==> config.mk <==
export PLATFORM = sky130hd
export DESIGN_NAME = trace_scheduler
export DESIGN_NICKNAME = d
export VERILOG_FILES = /design/src/rtl/trace_scheduler.sv
export SDC_FILE = /design/constraint.sdc
export NUM_CORES = 1
export LEC_CHECK = 0
export BUFFER_PORTS_ARGS = -buffer_cell sky130_fd_sc_hd__buf_2
export CORE_MARGIN = 3
export CORE_UTILIZATION = 35
export CTS_CLUSTER_DIAMETER = 80
export CTS_CLUSTER_SIZE = 10
export DETAILED_ROUTE_END_ITERATION = 10
export REMOVE_ABC_BUFFERS = 1
export SYNTH_ARGS = -nofsm -noshare
export SYNTH_HDL_FRONTEND = slang
export SYNTH_SLANG_ARGS = --single-unit
==> constraint.sdc <==
create_clock -name clk -period 8.84 [get_ports clk]
set_input_delay 1.768 -clock clk [delete_from_list [all_inputs] [get_ports clk]]
set_output_delay 1.768 -clock clk [all_outputs]
set_load 0.005 [all_outputs]
==> src/rtl/trace_scheduler.sv <==
// Per-frame sequencer for the column ray tracer: snapshots the host camera set and gates
// the tracer into the VBLANK window. Optional cycle statistics under TRACE_SCHED_STATS_EN.
module trace_scheduler #(
  parameter int FW               = 16,
  parameter int TRACE_START_LINE = 480,
  parameter int TRACE_END_LINE   = 524,
  parameter int H_LAST           = 799,
  parameter int LAST_COL         = 639,
  parameter int CYC_W            = 16
) (
  input  logic             clk,
  input  logic             reset,
  input  logic [9:0]       hpos,
  input  logic [9:0]       vpos,
  input  logic [FW-1:0]    host_px,
  input  logic [FW-1:0]    host_py,
  input  logic [FW-1:0]    host_fx,
  input  logic [FW-1:0]    host_fy,
  input  logic [FW-1:0]    host_vx,
  input  logic [FW-1:0]    host_vy,
  input  logic             host_commit,
  input  logic             overrun_clr,
  input  logic             trace_store,
  input  logic [9:0]       trace_column,
  output logic             trace_en,
  output logic [FW-1:0]    playerX,
  output logic [FW-1:0]    playerY,
  output logic [FW-1:0]    facingX,
  output logic [FW-1:0]    facingY,
  output logic [FW-1:0]    vplaneX,
  output logic [FW-1:0]    vplaneY,
  output logic [10:0]      frame_count,
  output logic             trace_done,
  output logic             overrun,
`ifdef TRACE_SCHED_STATS_EN
  output logic [CYC_W-1:0] last_cycles,
  output logic [CYC_W-1:0] max_cycles,
`endif
  output logic             pending_valid
);

  typedef enum logic [2:0] {
    IDLE  = 3'd0,
    LOAD  = 3'd1,
    RUN   = 3'd2,
    DONE  = 3'd3,
    ABORT = 3'd4
  } state_e;

  state_e               state_q, state_d;
  logic [5:0][FW-1:0]   pend_q, pend_d;
  logic [5:0][FW-1:0]   act_q, act_d;
  logic [5:0][FW-1:0]   host_vec;
  logic                 pend_valid_q, pend_valid_d;
  logic [10:0]          frame_q, frame_d;
  logic                 trace_en_q, trace_en_d;
  logic                 trace_done_q, trace_done_d;
  logic                 overrun_q, overrun_d;
  logic                 start_evt, end_evt, done_hit;

  // Vector slots: 0=px 1=py 2=fx 3=fy 4=vx 5=vy
  assign host_vec = {host_vy, host_vx, host_fy, host_fx, host_py, host_px};

  assign start_evt = (vpos == 10'(TRACE_START_LINE)) && (hpos == 10'd0);
  assign end_evt   = (vpos == 10'(TRACE_END_LINE)) && (hpos == 10'(H_LAST));
  assign done_hit  = trace_store && (trace_column == 10'(LAST_COL));

  always_comb begin
    state_d      = state_q;
    pend_d       = pend_q;
    pend_valid_d = pend_valid_q;
    act_d        = act_q;
    frame_d      = frame_q;
    case (state_q)
      IDLE: begin
        if (start_evt) state_d = LOAD;
        else           state_d = IDLE;
      end
      LOAD: begin
        if (pend_valid_q) begin
          act_d        = pend_q;
          pend_valid_d = 1'b0;
        end else begin
          act_d        = act_q;
        end
        frame_d = frame_q + 11'd1;
        state_d = RUN;
      end
      RUN: begin
        // Completion takes priority over the window closing in the same cycle.
        if (done_hit)     state_d = DONE;
        else if (end_evt) state_d = ABORT;
        else              state_d = RUN;
      end
      DONE:    state_d = IDLE;
      ABORT:   state_d = IDLE;
      default: state_d = IDLE;
    endcase

    // A commit in LOAD lands after the snapshot above, so it waits for the next frame.
    if (host_commit) begin
      pend_d       = host_vec;
      pend_valid_d = 1'b1;
    end else begin
      pend_d       = pend_d;
    end

    trace_en_d   = (state_d == RUN);
    trace_done_d = (state_d == DONE);

    overrun_d = overrun_q;
    if (state_d == ABORT)  overrun_d = 1'b1;
    else if (overrun_clr)  overrun_d = 1'b0;
    else                   overrun_d = overrun_q;
  end

  always_ff @(posedge clk or posedge reset) begin
    if (reset) begin
      state_q      <= IDLE;
      pend_q       <= '0;
      pend_valid_q <= 1'b0;
      act_q        <= '0;
      frame_q      <= 11'd0;
      trace_en_q   <= 1'b0;
      trace_done_q <= 1'b0;
      overrun_q    <= 1'b0;
    end else begin
      state_q      <= state_d;
      pend_q       <= pend_d;
      pend_valid_q <= pend_valid_d;
      act_q        <= act_d;
      frame_q      <= frame_d;
      trace_en_q   <= trace_en_d;
      trace_done_q <= trace_done_d;
      overrun_q    <= overrun_d;
    end
  end

`ifdef TRACE_SCHED_STATS_EN
  logic [CYC_W-1:0] cyc_q, cyc_d;
  logic [CYC_W-1:0] last_q, last_d;
  logic [CYC_W-1:0] max_q, max_d;

  always_comb begin
    cyc_d  = cyc_q;
    last_d = last_q;
    max_d  = max_q;
    if (state_q == LOAD)                     cyc_d = '0;
    else if (state_q == RUN && cyc_q != '1)  cyc_d = cyc_q + CYC_W'(1);
    else                                     cyc_d = cyc_q;

    if (state_q == DONE) begin
      last_d = cyc_q;
      if (overrun_clr || (cyc_q > max_q)) max_d = cyc_q;
      else                                max_d = max_q;
    end else if (overrun_clr) begin
      max_d = '0;
    end else begin
      max_d = max_q;
    end
  end

  always_ff @(posedge clk or posedge reset) begin
    if (reset) begin
      cyc_q  <= '0;
      last_q <= '0;
      max_q  <= '0;
    end else begin
      cyc_q  <= cyc_d;
      last_q <= last_d;
      max_q  <= max_d;
    end
  end

  assign last_cycles = last_q;
  assign max_cycles  = max_q;
`endif

  assign trace_en      = trace_en_q;
  assign trace_done    = trace_done_q;
  assign overrun       = overrun_q;
  assign pending_valid = pend_valid_q;
  assign frame_count   = frame_q;
  assign playerX       = act_q[0];
  assign playerY       = act_q[1];
  assign facingX       = act_q[2];
  assign facingY       = act_q[3];
  assign vplaneX       = act_q[4];
  assign vplaneY       = act_q[5];

endmodule
==> run metrics, run 1 <==
detailed-route DRC error count=0; Placer Congestion=0.7968; sequential element share of the synthesized area=0.6601; met3 layer usage reported by global route=0.04757; number of detailed-routing iterations run before antenna repair=4; slew at the pin closest to its max-slew limit=approximately 1 ns; post-synthesis to final-layout area growth=26.43%; Arrival @ worst endpoint=3.43 ns; clk root buf=sky130_fd_sc_hd__clkbuf_16; global-route wire length before repair=approximately 27 mm; share of final-layout standard cells stronger than drive strength 1=0.4939; Avg Cell Area, Syn=between 15 and 20 sq um; CTS H-tree depth=1; TritonCTS clock tree=built; post-DR vias/cell=4.751; Final Setup Violations=0; Netlist cell types=31; Fmax achieved=~330 MHz; post-route non-filler standard cell count=1,015; Initial Utilization=0.3603; Gate Count Post-Synth=approximately 490; final core utilization=0.4556; instance count after placement with tap cells included=990; largest stage delay on the critical path=0.80 ns; synthesis warning total=0; Fill cells=1,980; multi-input gate area in the final layout=about 2600 sq um; Hold/Removal Path Class=flip-flop to flip-flop; worst path setup slack after routing=around 5.8 ns; Compound-Gate Fraction of Synth Area=0.001886; hold-fix buffer count after cts=0; kind of critical path=primary input to flip-flop; post-place instance area=9440 sq um; startpoint class of the critical path=primary input; post-CTS setup repair buffer count=0; antenna viol nets, final=0; RSZ-0062 raised after global routing=no; clock-pin slew reported for the worst setup and hold paths after clock tree synthesis=roughly 0.05 ns; Max Cap Violations=0; overall overflow remaining after global route=0; number of hold-slack violations in the final timing report=0; overall fraction of global-route tracks in use=0.1363; Resized Gates After CTS=0; Comb power frac=0.056; initial antenna violation count=2; global-route track usage on met2=0.2263; most frequently used flop master after synthesis=sky130_fd_sc_hd__dfrtp_1; synthesized-area fraction occupied by adder cells=0.001572; worst slack at placement=5.240 ns; share of synthesized area spent on multiplexers=0.2730; count of buffers inserted at the top-level ports=241; number of core rows=54; Vert. Die Dim=156.8 um; total power divided by cell area=196.2 nW/um^2; largest driver fanout on the critical path=72; switching share of power=0.2100; Final Max Tran Viols=0; VDD IR-drop max=0.0001207 V; placed wire-length estimate after detailed placement=around 12 mm; Synth Area in XOR/XNOR=0.01100; met1 Track Usage GR=0.1721; dominant combinational cell family by area after synthesis=multiplexers; Non-Filler Cell Area, Final=10,070 sq um; number of antenna diodes=0; proportion of register bits with asynchronous set or reset after synthesis=1.000; Die Span X=156.8 um; Boundary Pins=242; slowest cell on the critical path=sky130_fd_sc_hd__buf_4; result of the run=finished clean; CP Data Required Time=9.21 ns; fin crit period=3.061 ns; clock group share of total power=0.424; detailed-route wire length=17.21 mm; area of the die=24,590 sq um; relative max-transition margin=0.3146; crit path cell chain=buf_4, buf_4, mux2_2; total number of clock tree sinks=210; number of flops mapped to enable cells by yosys=0; ratio of final minimum period to clock period=0.3463; area of all sequential standard cells=5255 sq um; CP most frequent cell=sky130_fd_sc_hd__buf_4; placeable core region=22,090 sq um; average wire length per cell after detail routing=about 17 um; global-route layer with the greatest usage=met2; Skew-Pair Late Insertion Delay=0.50 ns; leak pwr=5.339 nW; Simple-Gate Fraction of Synth Area=0.03693; vias in the first global route=5,343; proportion of power drawn by flip-flops and latches=0.520; total standard cell area after synthesis=7961 sq um; internal power contribution=1.560 mW; total number of vias=4,822; number of CTS-inserted buffers=24; setup total negative slack=0 ns; synthesis-stage register bit count=210; buffers from clock root to sink, at most=3; Net Sw Power=0.4147 mW; pin count of the biggest net entering global routing=136; worst clock skew on the final layout=about 0.014 ns; Critical Path Sink Type=flip-flop; initial detailed-routing violation count=between 100 and 150; Nets=about 870
## layout make-up
type,count,area share
Sequential cell,210,0.5221
Multi-Input combinational cell,253,0.2568
Timing Repair Buffer,244,0.1223
Clock buffer,25,0.06215
Tap cell,280,0.03480
Inverter,3,0.001865
## power by group through the flow
stage | clock network [mW] | logic [mW] | registers [mW]
6_report | 0.837 | 0.110 | 1.03
5_1_grt | 0.911 | 0.124 | 1.03
4_1_cts | 0.868 | 0.114 | 1.03
3_5_place_dp | 0 | 0.114 | 1.04
3_3_place_gp | 0 | 0.108 | 1.04
2_1_floorplan | 0 | 0.0620 | 1.04
## state kept, by name (all words and copies together) (netlist names)
signal         flops
playerX           16
frame_count       11
facingY           16
trace_en           1
playerY           16
trace_done         1
state_q            3
facingX           16
overrun            1
pend_q            96
pending_valid      1
vplaneX           16
vplaneY           16
## worst paths after layout
check | startpoint | to | slack (ns) | cells after the start
setup / recovery | host_commit | pend_q[35] | 5.78 | 3
hold / removal | playerX[10] | playerX[10] | 0.48 | 1
setup reg to reg | state_q[1] | vplaneY[6] | 5.87 | 4
min in group asynchronous | reset | pend_q[37] | 1.47 | 2
hold reg to reg | playerX[10] | playerX[10] | 0.48 | 1
max in group asynchronous | reset | pend_q[34] | 5.79 | 3
## cell usage after synthesis, types with 4 or more instances
cell type	number	area, sq um
sky130_fd_sc_hd__nor3_1	4	20.02
sky130_fd_sc_hd__xnor2_1	8	70.07
sky130_fd_sc_hd__mux2_2	89	1002
sky130_fd_sc_hd__clkbuf_1	6	22.52
sky130_fd_sc_hd__buf_2	9	45.04
sky130_fd_sc_hd__nand2_1	7	26.28
sky130_fd_sc_hd__buf_4	5	37.54
sky130_fd_sc_hd__nand4_1	8	50.05
sky130_fd_sc_hd__mux2_1	104	1171
sky130_fd_sc_hd__dfrtp_1	210	5255
sky130_fd_sc_hd__nor2_1	5	18.77
## critical path: cells and delay by family
| kind | cells | cell delay [ns] |
|---|---|---|
| buf+inv | 2 | 1.12 |
| mux | 1 | 0.42 |
## cell usage in the layout (no fill, tap or decap)
cell type / n
sky130_fd_sc_hd__or4_1: 1
sky130_fd_sc_hd__buf_2: 240
sky130_fd_sc_hd__nor3_1: 4
sky130_fd_sc_hd__nand2_1: 7
sky130_fd_sc_hd__xnor2_1: 8
sky130_fd_sc_hd__buf_4: 4
sky130_fd_sc_hd__clkbuf_16: 25
sky130_fd_sc_hd__nand3b_1: 1
sky130_fd_sc_hd__dfrtp_1: 210
sky130_fd_sc_hd__nand3_1: 3
sky130_fd_sc_hd__a21o_1: 1
sky130_fd_sc_hd__and3_1: 3
sky130_fd_sc_hd__nand4_1: 8
sky130_fd_sc_hd__mux2_1: 104
sky130_fd_sc_hd__nor2_1: 5
sky130_fd_sc_hd__nor3b_2: 1
sky130_fd_sc_hd__or2_1: 1
sky130_fd_sc_hd__xor2_1: 2
sky130_fd_sc_hd__or4_4: 1
sky130_fd_sc_hd__nor4_1: 3
sky130_fd_sc_hd__mux2_2: 89
sky130_fd_sc_hd__inv_1: 2
sky130_fd_sc_hd__ha_1: 1
sky130_fd_sc_hd__and2_1: 2
sky130_fd_sc_hd__nor2b_1: 1
sky130_fd_sc_hd__nand4b_1: 2
sky130_fd_sc_hd__and4_1: 1
sky130_fd_sc_hd__nor4b_1: 1
sky130_fd_sc_hd__nor4_4: 1
sky130_fd_sc_hd__o21bai_1: 1
sky130_fd_sc_hd__inv_8: 1
sky130_fd_sc_hd__and2_4: 1
## kinds of logic (layout without fill, tap and decap cells)
kind of cell,after synthesis,after routing
adder cells (fa/ha/maj),1,1
buffers and inverters,25,272
multiplexers,193,193
flip-flops,210,210
XOR/XNOR,10,10
AO/OA/AOI/OAI,2,2
AND/OR/NAND/NOR,47,47
## per-layer routing
| metal | up-vias | wire [um] |
|---|---|---|
| li1 | 2215 | - |
| met1 | 2402 | 7214 |
| met5 | - | 32 |
| met3 | 31 | 1541 |
| met4 | 4 | 301 |
| met2 | 170 | 8123 |
## stage by stage
stage,hold slack (ns),power (mW)
after floorplan,0.4541,1.099
after global placement,0.4606,1.149
after detailed placement,0.4635,1.158
after CTS,0.4815,2.010
after global routing,0.4889,2.068
final,0.4772,1.975
No activity file was read; power rests on OpenSTA's default activity.
==> run 2: changes to the inputs <==
- ABC_AREA: default -> 1
- clock period: 8.84 -> 2.9 ns (I/O delays scaled with it)
==> run 2 against run 1 <==
Compared with the run above:
- clock power grew to 3.1 times the previous value
- non-clock buffer count up 9
- sequential power rose to 3.0 times the previous value
- first-iteration DRC count rose to 2.5 times the previous value
- critical endpoint is now pending_valid
==> run metrics, run 2 <==
Non-Filler Cell Area, Final=10,680 sq um (+6.1%); crit path cell chain=buf_2; RSZ-0062 raised after global routing=no; worst setup path startpoint=pending_valid; cell types with the largest area share after synthesis=sky130_fd_sc_hd__dfrtp_1 (61%), sky130_fd_sc_hd__nand2_1 (10%), sky130_fd_sc_hd__o21ai_2 (8.8%); initial detailed-routing violation count=349 (+150%); launch point of the worst reg-to-reg path=state_q[1]; worst clock skew on the final layout=0.005974 ns (-0.008198 ns); vias in the first global route=6,145 (+15%); most frequently used flop master after synthesis=sky130_fd_sc_hd__dfrtp_1; result of the run=finished clean; clk root buf=sky130_fd_sc_hd__clkbuf_16; kind of critical path=flip-flop to output pin; VDD IR-drop max=0.0005240 V (+330%); Buffers & Inverters on Critical Path=1 (-1); most common cell after layout, fill and taps aside=sky130_fd_sc_hd__buf_2; Critical Path Sink Type=output pin; fin crit period=approximately 1.7 ns; CTS H-tree depth=1 (unchanged); placeable core region=23,750 sq um (+7.5%); area share of the largest cell type after synthesis=0.6140 (-0.04603); number of CTS-inserted buffers=24 (unchanged); Placer Congestion=0.7469 (-6.3%); Arrival @ worst endpoint=1.11 ns (-2.32 ns); Netlist cell types=23 (-26%); number of flops mapped to enable cells by yosys=0 (unchanged); proportion of register bits with asynchronous set or reset after synthesis=1.000 (unchanged); post-DR vias/cell=4.346 (-8.5%); post-CTS setup repair buffer count=0 (unchanged); CP Data Required Time=2.32 ns (-6.89 ns); flip-flop count of the largest register after layout=96 (unchanged); instance count after placement with tap cells included=1,393 (+41%); share of final-layout standard cells stronger than drive strength 1=0.3412 (-0.1527); post-synthesis to final-layout area growth=24.81%; hold-fix buffer count after cts=0 (unchanged); Avg Cell Area, Syn=9.917 sq um (-39%); Fmax achieved=590.4 MHz; overall fraction of global-route tracks in use=0.1416 (+0.005283); total number of vias=6,163 (+28%); family with the most delay on the worst path=flip-flops; Fill cells=2,335 (+18%); largest driver fanout on the critical path=3 (-96%); largest stage delay on the critical path=0.45 ns (-0.35 ns); area of the die=26,360 sq um (+7.2%); detailed-route DRC error count=0 (unchanged); detailed-route wire length=18.77 mm (+9.0%); buffers from clock root to sink, at most=3 (unchanged); Synth Area in XOR/XNOR=0.007164 (-0.003837); total number of clock tree sinks=210 (unchanged); global-route wire length before repair=30.99 mm (+13%); slew at the pin closest to its max-slew limit=0.6059 ns (-0.4222 ns); Boundary Pins=242 (unchanged); clock-pin slew reported for the worst setup and hold paths after clock tree synthesis=0.05 ns (about the same); setup total negative slack=0 ns (unchanged); number of detailed-routing iterations run before antenna repair=6 (+2); number of core rows=56 (+3.7%); Final Hold Slack=0.1557 ns (-0.3215 ns); slowest cell on the critical path=sky130_fd_sc_hd__dfrtp_1; Resized Gates After CTS=0 (unchanged); average wire length per cell after detail routing=13.23 um (-22%); Final Setup Violations=0 (unchanged); number of hold-slack violations in the final timing report=0 (unchanged); pin count of the biggest net entering global routing=84 (-38%); Final Max Tran Viols=0 (unchanged); number of antenna diodes=0 (unchanged); startpoint class of the critical path=flip-flop; sequential element share of the synthesized area=0.6140 (-0.04603); Initial Utilization=0.3603 (about the same); Top reg by flops=pend_q; Max Cap Violations=0 (unchanged); highest-count cells in the layout ignoring fill and taps=sky130_fd_sc_hd__buf_2 (240), sky130_fd_sc_hd__nand2_1 (228), sky130_fd_sc_hd__dfrtp_1 (210); total power divided by cell area=566.0 nW/um^2 (+190%); post-place instance area=10,060 sq um (+6.5%); Vert. Die Dim=162.4 um (+3.5%); area of all sequential standard cells=5255 sq um (unchanged); Compound-Gate Fraction of Synth Area=0.1526 (+0.1507); synthesized-area fraction occupied by adder cells=0.001462 (-0.0001096); total standard cell area after synthesis=8558 sq um (+7.5%); synthesis-stage register bit count=210 (unchanged); Die Span X=162.4 um (+3.5%); Skew-Pair Late Insertion Delay=0.50 ns (about the same); Hold/Removal Path Class=primary input to async pin; leak pwr=5.719 nW (+7.1%); Design Power=6.046 mW (+210%); multi-input gate area in the final layout=2541 sq um (-1.7%); dominant combinational cell family by area after synthesis=compound AO/OA/AOI/OAI gates; Gate Count Post-Synth=863 (+77%); antenna viol nets, final=0 (unchanged); post-route non-filler standard cell count=1,418 (+40%); library cell occupying the most area in the post-synthesis netlist=sky130_fd_sc_hd__dfrtp_1; synthesis warning total=0 (unchanged); share of synthesized area spent on multiplexers=0 (-0.2730); placed wire-length estimate after detailed placement=12.99 mm (+9.4%); overall overflow remaining after global route=0 (unchanged); TritonCTS clock tree=built; initial antenna violation count=4 (+2); Simple-Gate Fraction of Synth Area=0.1341 (+0.09713); most instantiated library cell after synthesis=sky130_fd_sc_hd__nand2_1; count of buffers inserted at the top-level ports=241 (unchanged); ratio of final minimum period to clock period=0.5840; Nets=1,232 (+42%); relative max-transition margin=0.5961 (+0.2815); leading post-synthesis cells by instance count=sky130_fd_sc_hd__nand2_1 (228), sky130_fd_sc_hd__dfrtp_1 (210), sky130_fd_sc_hd__inv_1 (118)
## run 2: cells by family after synthesis
family | Yosys count
and+or+nand+nor | 286
DFF | 210
AOI/OAI and AO/OA | 196
buffers and inverters | 163
xor gates and xnor gates | 7
adders and majority gates | 1
## run 2: through the flow
step	util	setup slack, ns
floorplan	-	-3.418
global placement	0.4234	1.223
detailed placement	0.4234	1.190
CTS	0.4497	1.170
global route	0.4497	1.023
finish	0.4497	1.206
## run 2: layer usage
metal,global-route usage,share of wire
met1,0.1890,0.45
met2,0.2245,0.45
met3,0.05036,0.084
met4,0.02947,0.017
met5,0,0.0029
## run 2: layout make-up
cell class                 instances  share of cell area
sequential                       210              0.4920
multi-input combinational        490              0.2379
timing repair buffer             253              0.1310
clock buffer                      25             0.05857
inverter                         121             0.04322
tap                              319             0.03737
## run 2: path summary, 6_finish.rpt
path                       cells past startpoint       endpoint  slack (ns)
setup / recovery                               1  pending_valid        1.21
hold / removal                                 2    vplaneY[15]        0.16
hold reg to reg                                2     playerX[7]        0.48
min in group clk                               3     pend_q[24]        0.28
max in group asynchronous                      3     pend_q[17]        2.00
setup reg to reg                               7    playerX[13]        1.21
## run 2: where the power goes
group | switching (mW) | internal [mW]
Combinational | 0.257 | 0.141
Clock | 1.07 | 1.50
Sequential | 0.0295 | 3.05
==> run 3: changes to the inputs <==
- clock period: 2.9 -> 1.7 ns (I/O delays scaled with it)
==> run 3 against run 2 <==
Compared with the run above:
- sequential share of layout area fell by 0.51 points
- register-to-register slack got worse by 0.95 ns
- non-clock buffer count rose by 11
- setup slack got worse by 0.96 ns
- die area did not move
- design area rose by 1.1%
- critical path depth did not move
- routed wire length rose by 0.69%
- critical endpoint unchanged
- largest power group unchanged
==> run metrics, run 3 (synthesis results as in run 2) <==
slowest cell on the critical path=sky130_fd_sc_hd__dfrtp_1; largest driver fanout on the critical path=3 (unchanged); Fmax achieved=687.1 MHz; kind of critical path=flip-flop to output pin; total number of clock tree sinks=210 (unchanged); crit path cell chain=buf_2; Critical Path Sink Type=output pin; ratio of final minimum period to clock period=0.8562; global-route wire length before repair=31.09 mm (+0.34%); Nets=1,243 (+0.89%); Non-Filler Cell Area, Final=10,790 sq um (+1.1%); initial detailed-routing violation count=311 (-11%); Initial Utilization=0.3603 (unchanged); number of core rows=56 (unchanged); clk root buf=sky130_fd_sc_hd__clkbuf_16; worst path setup slack after routing=0.2445 ns (-0.9618 ns); detailed-route DRC error count=0 (unchanged); vias in the first global route=6,122 (-0.37%); clock-pin slew reported for the worst setup and hold paths after clock tree synthesis=0.05 ns (about the same); Worst Hold End=overrun; overall fraction of global-route tracks in use=0.1424 (+0.0008096); RSZ-0062 raised after global routing=no; most common cell after layout, fill and taps aside=sky130_fd_sc_hd__buf_2; instance count after placement with tap cells included=1,403 (+0.72%); VDD IR-drop max=0.0008852 V (+69%); post-route non-filler standard cell count=1,430 (+0.85%); largest stage delay on the critical path=0.45 ns (about the same); reg-to-reg slack, setup=0.26 ns (-0.95 ns); CP Data Required Time=1.36 ns (-0.96 ns); flip-flop count of the largest register after layout=96 (unchanged); total number of vias=6,201 (+0.62%); Placer Congestion=0.7632 (+2.2%); TritonCTS clock tree=built; count of buffers inserted at the top-level ports=241 (unchanged); leak pwr=5.778 nW (+1.0%); family with the most delay on the worst path=flip-flops; average wire length per cell after detail routing=13.21 um (-0.16%); Skew-Pair Late Insertion Delay=0.50 ns (about the same); CTS H-tree depth=1 (unchanged); worst clock skew on the final layout=0.007877 ns (+0.001903 ns); Comb power frac=0.067 (about the same); endpoint of the lowest-slack register-to-register path=playerX[8]; initial antenna violation count=4 (unchanged); relative max-transition margin=0.6757 (+0.07964); Die Span X=162.4 um (unchanged); fin crit period=1.455 ns; pin count of the biggest net entering global routing=124 (+48%); Fill cells=2,304 (-1.3%); Net Sw Power=2.304 mW (+70%); highest-count cells in the layout ignoring fill and taps=sky130_fd_sc_hd__buf_2 (240), sky130_fd_sc_hd__nand2_1 (228), sky130_fd_sc_hd__dfrtp_1 (210); Top reg by flops=pend_q; startpoint class of the critical path=flip-flop; proportion of power drawn by flip-flops and latches=0.509 (about the same); number of detailed-routing iterations run before antenna repair=7 (+1); slew at the pin closest to its max-slew limit=0.4864 ns (-0.1195 ns); share of final-layout standard cells stronger than drive strength 1=0.3468 (+0.005628); antenna viol nets, final=0 (unchanged); Max Cap Violations=0 (unchanged); Vert. Die Dim=162.4 um (unchanged); internal power contribution=8.018 mW (+71%); result of the run=finished clean; number of cells on the worst hold path=2; switching share of power=0.2232 (-0.0004150); setup total negative slack=0 ns (unchanged); clock group share of total power=0.424 (about the same); Hold/Removal Path Class=primary input to flip-flop; post-place instance area=10,160 sq um (+1.0%); launch point of the worst hold path=overrun_clr; Boundary Pins=242 (unchanged); placed wire-length estimate after detailed placement=13.15 mm (+1.3%); post-CTS setup repair buffer count=0 (unchanged); detailed-route wire length=18.90 mm (+0.69%); number of CTS-inserted buffers=24 (unchanged); Worst R2R Path Depth=7 (unchanged); Final Setup Violations=0 (unchanged); Arrival @ worst endpoint=1.12 ns (about the same); worst slack at placement=0.2495 ns (-0.9402 ns); overall overflow remaining after global route=0 (unchanged); post-synthesis to final-layout area growth=26.13%; placeable core region=23,750 sq um (unchanged); post-DR vias/cell=4.336 (-0.23%); Buffers & Inverters on Critical Path=1 (unchanged); Final Max Tran Viols=0 (unchanged); launch point of the worst reg-to-reg path=state_q[1]; area of the die=26,360 sq um (unchanged); number of hold-slack violations in the final timing report=0 (unchanged); total power divided by cell area=956.2 nW/um^2 (+69%); buffers from clock root to sink, at most=3 (unchanged)
run 3: cell count changes in the layout (fill, tap and decap cells not counted):
cell                            delta
sky130_fd_sc_hd__dlygate4sd3_1     +1
sky130_fd_sc_hd__diode_2           +1
sky130_fd_sc_hd__buf_4             +8
sky130_fd_sc_hd__buf_12            +2
run 3: stage by stage:
step                utilization  total power, mW  hold slack [ns]
finish                   0.4544            10.32          0.03041
global route             0.4544            10.84          0.03311
CTS                      0.4543            10.52         0.005615
detailed placement       0.4276            6.056           0.4069
global placement         0.4276            6.031           0.3953
floorplan                     -            5.686           0.4323
run 3: area by class of cell:
class,instances,area [sq um],share of cell area
tap,319,399.1,0.03698
timing repair buffer,264,1509,0.1398
sequential,210,5255,0.4868
antenna,1,2.502,0.0002318
clock buffer,25,625.6,0.05796
inverter,121,461.7,0.04277
multi-input combinational,490,2541,0.2354
run 3: worst max-delay path by stage:
stage | from | end | slack, ns | cells after the start
floorplan | reset | facingX[0] | -4.38 | 1
global placement | state_q[1] | facingY[10] | 0.27 | 7
detailed placement | state_q[1] | facingY[10] | 0.25 | 7
CTS | pending_valid | pending_valid | 0.21 | 1
global route | state_q[1] | vplaneX[1] | 0.14 | 7
finish | pending_valid | pending_valid | 0.24 | 1
run 3: timing repair:
action,in CTS,in global routing
resized for setup,0,0
hold endpoints to repair,42,0
setup endpoints to repair,0,0
hold buffers,1,0
run 3: power by group through the flow:
stage | clock [mW] | sequential, mW | combinational [mW]
detailed placement | 0 | 5.34 | 0.712
global route | 4.74 | 5.27 | 0.822
global placement | 0 | 5.34 | 0.694
CTS | 4.55 | 5.25 | 0.716
floorplan | 0 | 5.34 | 0.350
finish | 4.37 | 5.26 | 0.691
run 3: per-layer routing:
metal	track usage	vias to the layer above	wire length (um)
met5	0	-	34
met4	0.03645	6	511
met3	0.04654	39	1487
met2	0.2169	163	8304
met1	0.1976	2799	8557
li1	-	3194	-
